$ cat config.mk
export PLATFORM = sky130hd
export DESIGN_NAME = i2c_master_byte
export DESIGN_NICKNAME = d
export VERILOG_FILES = /design/src/rtl/i2c_master_byte.sv
export SDC_FILE = /design/constraint.sdc
export NUM_CORES = 1
export LEC_CHECK = 0
export CORE_MARGIN = 10
export CORE_UTILIZATION = 59
export CTS_CLUSTER_SIZE = 20
export DETAILED_ROUTE_END_ITERATION = 8
export GPL_TIMING_DRIVEN = 0
export HOLD_SLACK_MARGIN = 0.06
export PLACE_DENSITY_LB_ADDON = 0.08
export SYNTH_ARGS = -nofsm -noshare
export SYNTH_HDL_FRONTEND = slang
export SYNTH_SLANG_ARGS = --single-unit
$ cat constraint.sdc
create_clock -name i_clk -period 4.1 [get_ports i_clk]
set_clock_uncertainty 0.1 [all_clocks]
set_input_delay 0.82 -clock i_clk [delete_from_list [all_inputs] [get_ports i_clk]]
set_output_delay 0.82 -clock i_clk [all_outputs]
set_load 0.1 [all_outputs]
$ cat src/rtl/i2c_master_byte.sv
// i2c_master_byte: single-byte I2C master (one write or one read per request).
//
// Ports:
//   i_clk, i_rstn         system clock, asynchronous active-low reset
//   i_start               one-cycle request, sampled only while o_busy=0
//   i_rw                  0=write, 1=read (captured with i_start)
//   i_addr[6:0]           7-bit slave address (captured with i_start)
//   i_wdata[7:0]          write byte (captured with i_start)
//   o_busy                high from the cycle after capture until o_done
//   o_done                one-cycle pulse at the end of every transaction
//   o_ack_err             1 = address or write data NACKed; held until next start
//   o_rdata[7:0]          read byte, updated at o_done of a successful read
//   o_scl_oe, o_sda_oe    1 = pull the pad low, 0 = release
//   i_scl_in, i_sda_in    pad levels (asynchronous, synchronised here)
//
// Every bit cell is four quarters of CLK_DIV cycles:
//   Q0 SCL low + SDA driven, Q1 SCL low, Q2 SCL released, Q3 SCL high (SDA sampled).
// The quarter that follows a release of SCL cannot end while the synchronised
// SCL still reads low, which implements slave clock stretching. CLK_DIV must lie
// in 2..1023; for CLK_DIV>=3 an unstretched write or read takes exactly
// 77*CLK_DIV+1 cycles from capture to o_done (at CLK_DIV=2 the synchroniser
// latency adds one cycle per released-SCL quarter).
module i2c_master_byte #(
    parameter int unsigned CLK_DIV = 125
) (
    input  logic       i_clk,
    input  logic       i_rstn,
    input  logic       i_start,
    input  logic       i_rw,
    input  logic [6:0] i_addr,
    input  logic [7:0] i_wdata,
    output logic       o_busy,
    output logic       o_done,
    output logic       o_ack_err,
    output logic [7:0] o_rdata,
    output logic       o_scl_oe,
    output logic       o_sda_oe,
    input  logic       i_scl_in,
    input  logic       i_sda_in
);

    localparam int unsigned QW = $clog2(CLK_DIV);

    typedef enum logic [3:0] {
        S_IDLE,
        S_STA,
        S_ADDR,
        S_AACK,
        S_WDAT,
        S_WACK,
        S_RDAT,
        S_RNAK,
        S_STP,
        S_DONE
    } state_t;

    // Registered state
    state_t        r_state;
    logic [1:0]    r_q;
    logic [2:0]    r_bit;
    logic [7:0]    r_sh;
    logic          r_rw;
    logic [7:0]    r_wdata;
    logic [QW-1:0] r_qcnt;
    logic          r_busy;
    logic          r_done;
    logic          r_ack_err;
    logic [7:0]    r_rdata;
    logic          r_scl_oe;
    logic          r_sda_oe;
    logic          r_scl_s1;
    logic          r_scl_s2;
    logic          r_sda_s1;
    logic          r_sda_s2;

    // Next-state values
    state_t        w_state_nxt;
    logic [1:0]    w_q_nxt;
    logic [2:0]    w_bit_nxt;
    logic [7:0]    w_sh_nxt;
    logic          w_rw_nxt;
    logic [7:0]    w_wdata_nxt;
    logic          w_busy_nxt;
    logic          w_done_nxt;
    logic          w_ack_err_nxt;
    logic [7:0]    w_rdata_nxt;
    logic [1:0]    w_drv_nxt;
    logic          w_capture;
    logic          w_hold;
    logic          w_qterm;
    logic          w_tick;
    logic          w_q3_tick;

    // Pad input synchronisers; reset to the idle (high) bus level
    always_ff @(posedge i_clk or negedge i_rstn) begin
        if (!i_rstn) begin
            r_scl_s1 <= 1'b1;
            r_scl_s2 <= 1'b1;
            r_sda_s1 <= 1'b1;
            r_sda_s2 <= 1'b1;
        end else begin
            r_scl_s1 <= i_scl_in;
            r_scl_s2 <= r_scl_s1;
            r_sda_s1 <= i_sda_in;
            r_sda_s2 <= r_sda_s1;
        end
    end

    // Quarter timing: the terminal count is held while SCL is released but still low
    assign w_capture = (r_state == S_IDLE) && i_start;
    assign w_hold    = !r_scl_oe && !r_scl_s2;
    assign w_qterm   = (r_qcnt == QW'(CLK_DIV - 1));
    assign w_tick    = r_busy && w_qterm && !w_hold;
    assign w_q3_tick = w_tick && (r_q == 2'd3);

    always_ff @(posedge i_clk or negedge i_rstn) begin
        if (!i_rstn) begin
            r_qcnt <= '0;
        end else if (w_capture) begin
            r_qcnt <= '0;
        end else if (r_busy) begin
            if (!w_qterm) begin
                r_qcnt <= r_qcnt + QW'(1);
            end else if (!w_hold) begin
                r_qcnt <= '0;
            end
        end
    end

    // Pad drive {scl_oe, sda_oe} for a given state/quarter/transmit bit
    function automatic logic [1:0] bus_drive(input state_t st, input logic [1:0] q, input logic b);
        logic [1:0] drv;
        drv = 2'b00;
        case (st)
            S_STA:                         drv = {1'b0, (q == 2'd1)};
            S_ADDR, S_WDAT:                drv = {!q[1], !b};
            S_AACK, S_WACK, S_RDAT, S_RNAK: drv = {!q[1], 1'b0};
            S_STP:                         drv = {(q == 2'd0), (q != 2'd2)};
            default:                       drv = 2'b00;
        endcase
        return drv;
    endfunction

    // Next-state and next-output logic
    always_comb begin
        w_state_nxt   = r_state;
        w_q_nxt       = r_q;
        w_bit_nxt     = r_bit;
        w_sh_nxt      = r_sh;
        w_rw_nxt      = r_rw;
        w_wdata_nxt   = r_wdata;
        w_busy_nxt    = r_busy;
        w_done_nxt    = 1'b0;
        w_ack_err_nxt = r_ack_err;
        w_rdata_nxt   = r_rdata;

        case (r_state)
            S_IDLE: begin
                if (i_start) begin
                    w_state_nxt   = S_STA;
                    w_q_nxt       = 2'd0;
                    w_bit_nxt     = 3'd0;
                    w_sh_nxt      = {i_addr, i_rw};
                    w_rw_nxt      = i_rw;
                    w_wdata_nxt   = i_wdata;
                    w_busy_nxt    = 1'b1;
                    w_ack_err_nxt = 1'b0;
                end
            end

            S_STA: begin
                if (w_tick) begin
                    if (r_q == 2'd1) begin
                        w_state_nxt = S_ADDR;
                        w_q_nxt     = 2'd0;
                        w_bit_nxt   = 3'd0;
                    end else begin
                        w_q_nxt = r_q + 2'd1;
                    end
                end
            end

            S_ADDR, S_WDAT: begin
                if (w_tick) begin
                    w_q_nxt = r_q + 2'd1;
                end
                if (w_q3_tick) begin
                    w_sh_nxt  = {r_sh[6:0], 1'b0};
                    w_bit_nxt = r_bit + 3'd1;
                    if (r_bit == 3'd7) begin
                        w_state_nxt = (r_state == S_ADDR) ? S_AACK : S_WACK;
                    end
                end
            end

            S_AACK: begin
                if (w_tick) begin
                    w_q_nxt = r_q + 2'd1;
                end
                if (w_q3_tick) begin
                    w_bit_nxt = 3'd0;
                    if (r_sda_s2) begin
                        w_ack_err_nxt = 1'b1;
                        w_state_nxt   = S_STP;
                    end else if (r_rw) begin
                        w_state_nxt = S_RDAT;
                    end else begin
                        w_state_nxt = S_WDAT;
                        w_sh_nxt    = r_wdata;
                    end
                end
            end

            S_WACK: begin
                if (w_tick) begin
                    w_q_nxt = r_q + 2'd1;
                end
                if (w_q3_tick) begin
                    if (r_sda_s2) begin
                        w_ack_err_nxt = 1'b1;
                    end
                    w_state_nxt = S_STP;
                end
            end

            S_RDAT: begin
                if (w_tick) begin
                    w_q_nxt = r_q + 2'd1;
                end
                if (w_q3_tick) begin
                    w_sh_nxt  = {r_sh[6:0], r_sda_s2};
                    w_bit_nxt = r_bit + 3'd1;
                    if (r_bit == 3'd7) begin
                        w_state_nxt = S_RNAK;
                    end
                end
            end

            S_RNAK: begin
                if (w_tick) begin
                    w_q_nxt = r_q + 2'd1;
                end
                if (w_q3_tick) begin
                    w_state_nxt = S_STP;
                end
            end

            // SDA low under low SCL, then SCL high, then SDA high (STOP)
            S_STP: begin
                if (w_tick) begin
                    if (r_q == 2'd2) begin
                        w_state_nxt = S_DONE;
                        w_q_nxt     = 2'd0;
                    end else begin
                        w_q_nxt = r_q + 2'd1;
                    end
                end
            end

            S_DONE: begin
                w_done_nxt  = 1'b1;
                w_busy_nxt  = 1'b0;
                w_state_nxt = S_IDLE;
                w_q_nxt     = 2'd0;
                if (r_rw && !r_ack_err) begin
                    w_rdata_nxt = r_sh;
                end
            end

            default: begin
                w_state_nxt = S_IDLE;
                w_busy_nxt  = 1'b0;
            end
        endcase

        // Pad drive follows the state being entered so it changes on the same edge
        w_drv_nxt = bus_drive(w_state_nxt, w_q_nxt, w_sh_nxt[7]);
    end

    // State and output registers
    always_ff @(posedge i_clk or negedge i_rstn) begin
        if (!i_rstn) begin
            r_state   <= S_IDLE;
            r_q       <= 2'd0;
            r_bit     <= 3'd0;
            r_sh      <= 8'h00;
            r_rw      <= 1'b0;
            r_wdata   <= 8'h00;
            r_busy    <= 1'b0;
            r_done    <= 1'b0;
            r_ack_err <= 1'b0;
            r_rdata   <= 8'h00;
            r_scl_oe  <= 1'b0;
            r_sda_oe  <= 1'b0;
        end else begin
            r_state   <= w_state_nxt;
            r_q       <= w_q_nxt;
            r_bit     <= w_bit_nxt;
            r_sh      <= w_sh_nxt;
            r_rw      <= w_rw_nxt;
            r_wdata   <= w_wdata_nxt;
            r_busy    <= w_busy_nxt;
            r_done    <= w_done_nxt;
            r_ack_err <= w_ack_err_nxt;
            r_rdata   <= w_rdata_nxt;
            r_scl_oe  <= w_drv_nxt[1];
            r_sda_oe  <= w_drv_nxt[0];
        end
    end

    assign o_busy    = r_busy;
    assign o_done    = r_done;
    assign o_ack_err = r_ack_err;
    assign o_rdata   = r_rdata;
    assign o_scl_oe  = r_scl_oe;
    assign o_sda_oe  = r_sda_oe;

endmodule
**Word-level counts from Yosys, hierarchy flattened**

Cells that the tools add are included.

- $add $sub $neg: 3
- Equal/unequal tests: 36
- Muxes and demuxes: 47
- Bitwise gates (word level): 1
- Reduce and logical (&&, ||, !) cells: 33

Operators by type and width:

| cell | number |
|---|---|
| 4-bit 2-to-1 mux | 12 |
| 8-bit 2-to-1 mux | 6 |
| 4-bit by 3-bit == test with 1-bit output (second input constant) | 8 |
| 8-bit one-hot mux with 4 select lines | 1 |
| 7-bit 2-to-1 mux | 4 |
| 4-bit one-hot mux with 7 select lines | 1 |
| 3-bit 2-to-1 mux | 6 |
| 2-bit inequality test (second input constant) | 9 |
| 4-bit by 2-bit == test with 1-bit output (second input constant) | 4 |
| 2-bit 2-to-1 mux | 7 |
| 4-bit == test (second input constant) | 3 |
| 3-bit one-hot mux with 4 select lines | 1 |
| 2-bit one-hot mux with 5 select lines | 1 |
| 4-bit by 1-bit == test with 1-bit output (second input constant) | 2 |
| 2-bit one-hot mux with 4 select lines | 1 |
| 2-bit AND reduction | 4 |
| 4-bit nonzero test | 2 |
| 2-bit OR reduction | 4 |
| 8-bit OR reduction | 1 |
| 7-bit by 1-bit adder with 7-bit output (second input constant) | 1 |
| 7-bit == test (second input constant) | 1 |
| 7-bit AND reduction | 1 |
| 1-bit logical AND | 6 |
| 1-bit logical NOT | 6 |
| other kinds (18) | 28 |

- Register bits after elaboration: 50
- Input bits: 21
- Output and inout port bits: 13
- Logic and storage cells: 138

**Longest topological paths before layout**

- Word-level depth: 10
- Depth in mapped cells: 9

**Worst setup path before layout**

No wires, ideal clock.

- Path kind: reg2reg
- Start: register r_busy (netlist: o_busy)
- End: register r_sda_oe (netlist: o_sda_oe)
- Arrival time: 2.552 ns
- Required time: 3.860 ns
- Path slack: 1.308 ns
- Cell stages (with the launch flop): 8
- Period minus slack after synthesis: 2.792 ns
- Path through: dfrtp_1 > o21ai_1 > or4_4 > buf_6 > nor4_4 > a221o_1 > nand3b_2 > o311ai_2

- Elaborated cells between the ends (all ways): 32

RTL lines:

| what | RTL line | RTL |
|---|---|---|
| start: declaration | 65 | `logic r_busy;` |
| start signal: assignment | 302 | `r_busy <= w_busy_nxt;` |
| 1-bit logical AND * (2 in a row) | 113 | `assign w_tick = r_busy && w_qterm && !w_hold;` |
| 1-bit logical AND * | 114 | `assign w_q3_tick = w_tick && (r_q == 2'd3);` |
| 8-bit 2-to-1 mux, on equally long branches | 230, 187, 200 |  |
| 8-bit one-hot mux with 4 select lines * | 157 | `case (r_state)` |
| net w_sh_nxt[7] | 80 | `logic [7:0] w_sh_nxt;` |
| 1-bit logical NOT * | 136 | `S_ADDR, S_WDAT: drv = {!q[1], !b};` |
| 2-bit one-hot mux with 4 select lines * | 134 | `case (st)` |
| net w_drv_nxt[0] | 87 | `logic [1:0] w_drv_nxt;` |
| end signal: assignment | 307 | `r_sda_oe <= w_drv_nxt[0];` |
| end: declaration | 70 | `logic r_sda_oe;` |

The timed path passes the listed nets; every way through them passes the cells marked *. The select of a mux whose other input is x is not followed.
A chain may end at the register's enable or synchronous reset.

**Worst setup path after layout**

- Start: register r_busy (netlist: o_busy)
- End: output port o_busy

RTL lines:

| what | RTL line | RTL |
|---|---|---|
| end: declaration | 32 | `output logic o_busy,` |

No word-level cell between the ends.

==> qor.yml <==
outcome: "completed"
final_nets: 324
dieArea_um2: 7500
synth_commonest_cells: "46 x dfrtp_1, 45 x nand2_1, 12 x nor2_1"
fin_util_pct: 72.4
worst_slew_pin_slew_ns: 0.984
cp-end-kind: "output pin"
power_frac_seq_pct: 56.9
slowest_delay_ns: 1.17
timing.slew.headroom_pct: 34.2
drc: 0
netlist_instances: 252
post_cts_buffers: 0
gr-usage-met3_pct: 5.53
dpl-instance-area_um2: 3030
post_cts_resized: 0
synth_top_area_share_pct: 44.0
critPathRequiredTime_ns: 3.18
yosys.area.top_type: "dfrtp_1"
crit_chain: "clkdlybuf4s50_1"
drive_gt1_share_pct: 13.9
clk_pin_slew_ns: 0.09
grt.overflow.total: 0
gp_congestion: 0.933
ctsHoldBuffers: 0
wl_per_cell_um: 17.6
fin_tns_setup_ns: 0
hold_viol_final: 0
core_um2: 4320
clock_path_buffers: 2
drv_slew: 0
async_reset_ff_share_pct: 100
yosysSeqAreaShare_pct: 48.0
grt.met2_usage_pct: 25.2
cts_root_buf: "clkbuf_8"
p_total_uw: 875
netSwitchingFraction_pct: 20.2
start_kind: "flip-flop"
fillers: 328
fmax_mhz: 353
ys.warnings.count: 0
rsz0062_at_grt: "no"
die_width_um: 86.6
start_util_pct: 60.5
hold_class: "flip-flop to flip-flop"
slowest_stage: "clkdlybuf4s50_1"
port_buffers: 33
fp.dieH_um: 86.6
setup_viol: 0
crit_type: "flip-flop to output pin"
p_sw_uw: 177
drt-total-wl_um: 6070
syn2layout_area_growth_pct: 19.8
leakagePower_uw: 0.00141
synth_flop_cell: "dfrtp_1"
met1_usage_pct: 21.9
drtPass1Iterations: 4
arrival_ns: 1.91
powerDensity_nw_per_um2: 279
numCtsBuffers: 5
diodes: 0
syn_nets: 283
final_area_um2: 3130
insertion_delay_ns: 0.30
grt_pass1_wl_um: 10200
critical_path_peak_fanout: 6
io-pin-count: 34
ys_ff_latch: 50
cts_sinks: 50
critPathTopFamily: "buffers and inverters"
grt_max_degree: 33
synth-edff-count: 0
grt-busiest-layer: "met2"
post_synth.cell_area_avg_um2: 10.4
p_clk_share_pct: 39.3
syn_area_um2: 2620
yosys.cell_types.count: 54
finalCritPeriodShare_pct: 69.0
layout_min_cycle_time_ns: 2.83
num_vias: 2057
grt.total_usage_pct: 16.6
ctsHtreeMaxLevel: 2
vdd_drop_max_mv: 0.209
cts_tree: "done"
maxCapViolCount: 0
grt_pass1_vias: 2099
yosysMostFrequentCell: "dfrtp_1"
synth_area_leaders: "dfrtp_1 44%, nand2_1 6.5%, ha_1 4.8%"
antenna_found_initial: 0
drt-vias-per-instance: 5.95
ant_nets: 0
intPower_uw: 698
drt-initial-drc-count: 125
timing.critical_path.buf_inv: 1
rows: 24
pwr-share-comb_pct: 3.7
post-dp-hpwl_um: 4470
registers in the layout, summed over array words and instances, names as in the netlist:
name       count
r_q            2
r_state        4
r_wdata        8
r_sda_s1       1
r_sh           8
o_scl_oe       1
r_rw           1
o_done         1
o_ack_err      1
o_busy         1
r_sda_s2       1
r_scl_s2       1
r_bit          3
o_rdata        8
o_sda_oe       1
r_qcnt         7
r_scl_s1       1
through the flow:
step / hold WS (ns) / setup slack (ns) / std cells
final: 0.262 / 1.27 / 346
after global placement: 0.246 / 0.681 / 337
after detailed placement: 0.250 / 1.15 / 338
after floorplan: 0.245 / 1.31 / 252
after CTS: 0.262 / 1.25 / 346
after global routing: 0.269 / 1.23 / 346
worst register-to-register path, stage by stage, from the launching register on:
cell and delay [ns]:
dfrtp_1 0.47, ha_1 0.30, inv_1 0.06, or4_4 0.53
buf_6 0.16, nor4_4 0.45, a221o_1 0.25, nand3b_2 0.15
o311ai_2 0.11
cells by family after synthesis:
family	Yosys count	share of synthesized area, %
AOI/OAI and AO/OA	57	16.8
xor gates and xnor gates	5	1.67
adders and majority gates	10	4.78
buffers and inverters	20	3.68
DFF	50	48.0
muxes	12	5.02
and+or+nand+nor	98	20.0
cells in the final DEF, fill, tap and decap left out, types with 2 or more instances in the layout:
master	instances
o31ai_1	3
xnor2_1	4
o21ai_1	2
clkbuf_1	6
dfrtp_1	46
a22o_1	8
nand4_1	2
nand2b_1	3
nor2b_1	3
a221o_1	9
nand2_1	45
clkbuf_8	5
nand3_1	5
a31oi_1	2
clkdlybuf4s50_1	32
dfstp_2	4
inv_1	10
nor2_1	12
nor4_1	3
a211oi_1	2
mux2i_1	3
nand3b_1	2
a21oi_1	11
mux2_2	9
nor3_1	3
o21ai_0	8
ha_1	10
a32oi_1	2
buf_4	3
and3_1	4
buf_2	3
and4_2	2
or3_1	3
worst paths after layout:
path | from | endpoint | slack (ns) | cells after the start
worst max-delay path | o_busy$_DFFE_PN0P_ | o_busy | 1.27 | 1
worst min-delay path | r_sda_s1$_DFF_PN1_ | r_sda_s2$_DFF_PN1_ | 0.26 | 0
worst max register to register | r_q[1]$_DFF_PN0_ | o_sda_oe$_DFF_PN0_ | 1.39 | 8
worst min register to register | r_sda_s1$_DFF_PN1_ | r_sda_s2$_DFF_PN1_ | 0.26 | 0
max in group asynchronous | i_rstn | r_scl_s1$_DFF_PN1_ | 2.95 | 2
min in group asynchronous | i_rstn | r_state[0]$_DFF_PN0_ | 0.36 | 1
metal layers:
layer / share of wire (%) / vias to the layer above
li1: - / 989
met5: 0 / -
met3: 6.9 / 8
met2: 45 / 58
met4: 1.2 / 0
met1: 47 / 1002
final cells by class:
| class | count | area [um2] | share of cell area (%) |
|---|---|---|---|
| buffer | 10 | 58.8 | 1.88 |
| clock buffer | 7 | 76.3 | 2.44 |
| clock inverter | 1 | 30.0 | 0.959 |
| inverter | 10 | 37.5 | 1.20 |
| multi-input combinational | 182 | 1260 | 40.3 |
| sequential | 50 | 1260 | 40.1 |
| tap | 52 | 65.1 | 2.08 |
| timing repair buffer | 34 | 345 | 11.0 |
power groups by stage:
stage	Sequential, uW	Combinational (uW)	Clock, uW
floorplan	507	1.77	0
global placement	508	31.3	0
detailed placement	508	33.1	0
CTS	498	33.5	346
global route	498	36.0	363
finish	498	32.6	344
No activity file was read; power rests on OpenSTA's default activity.
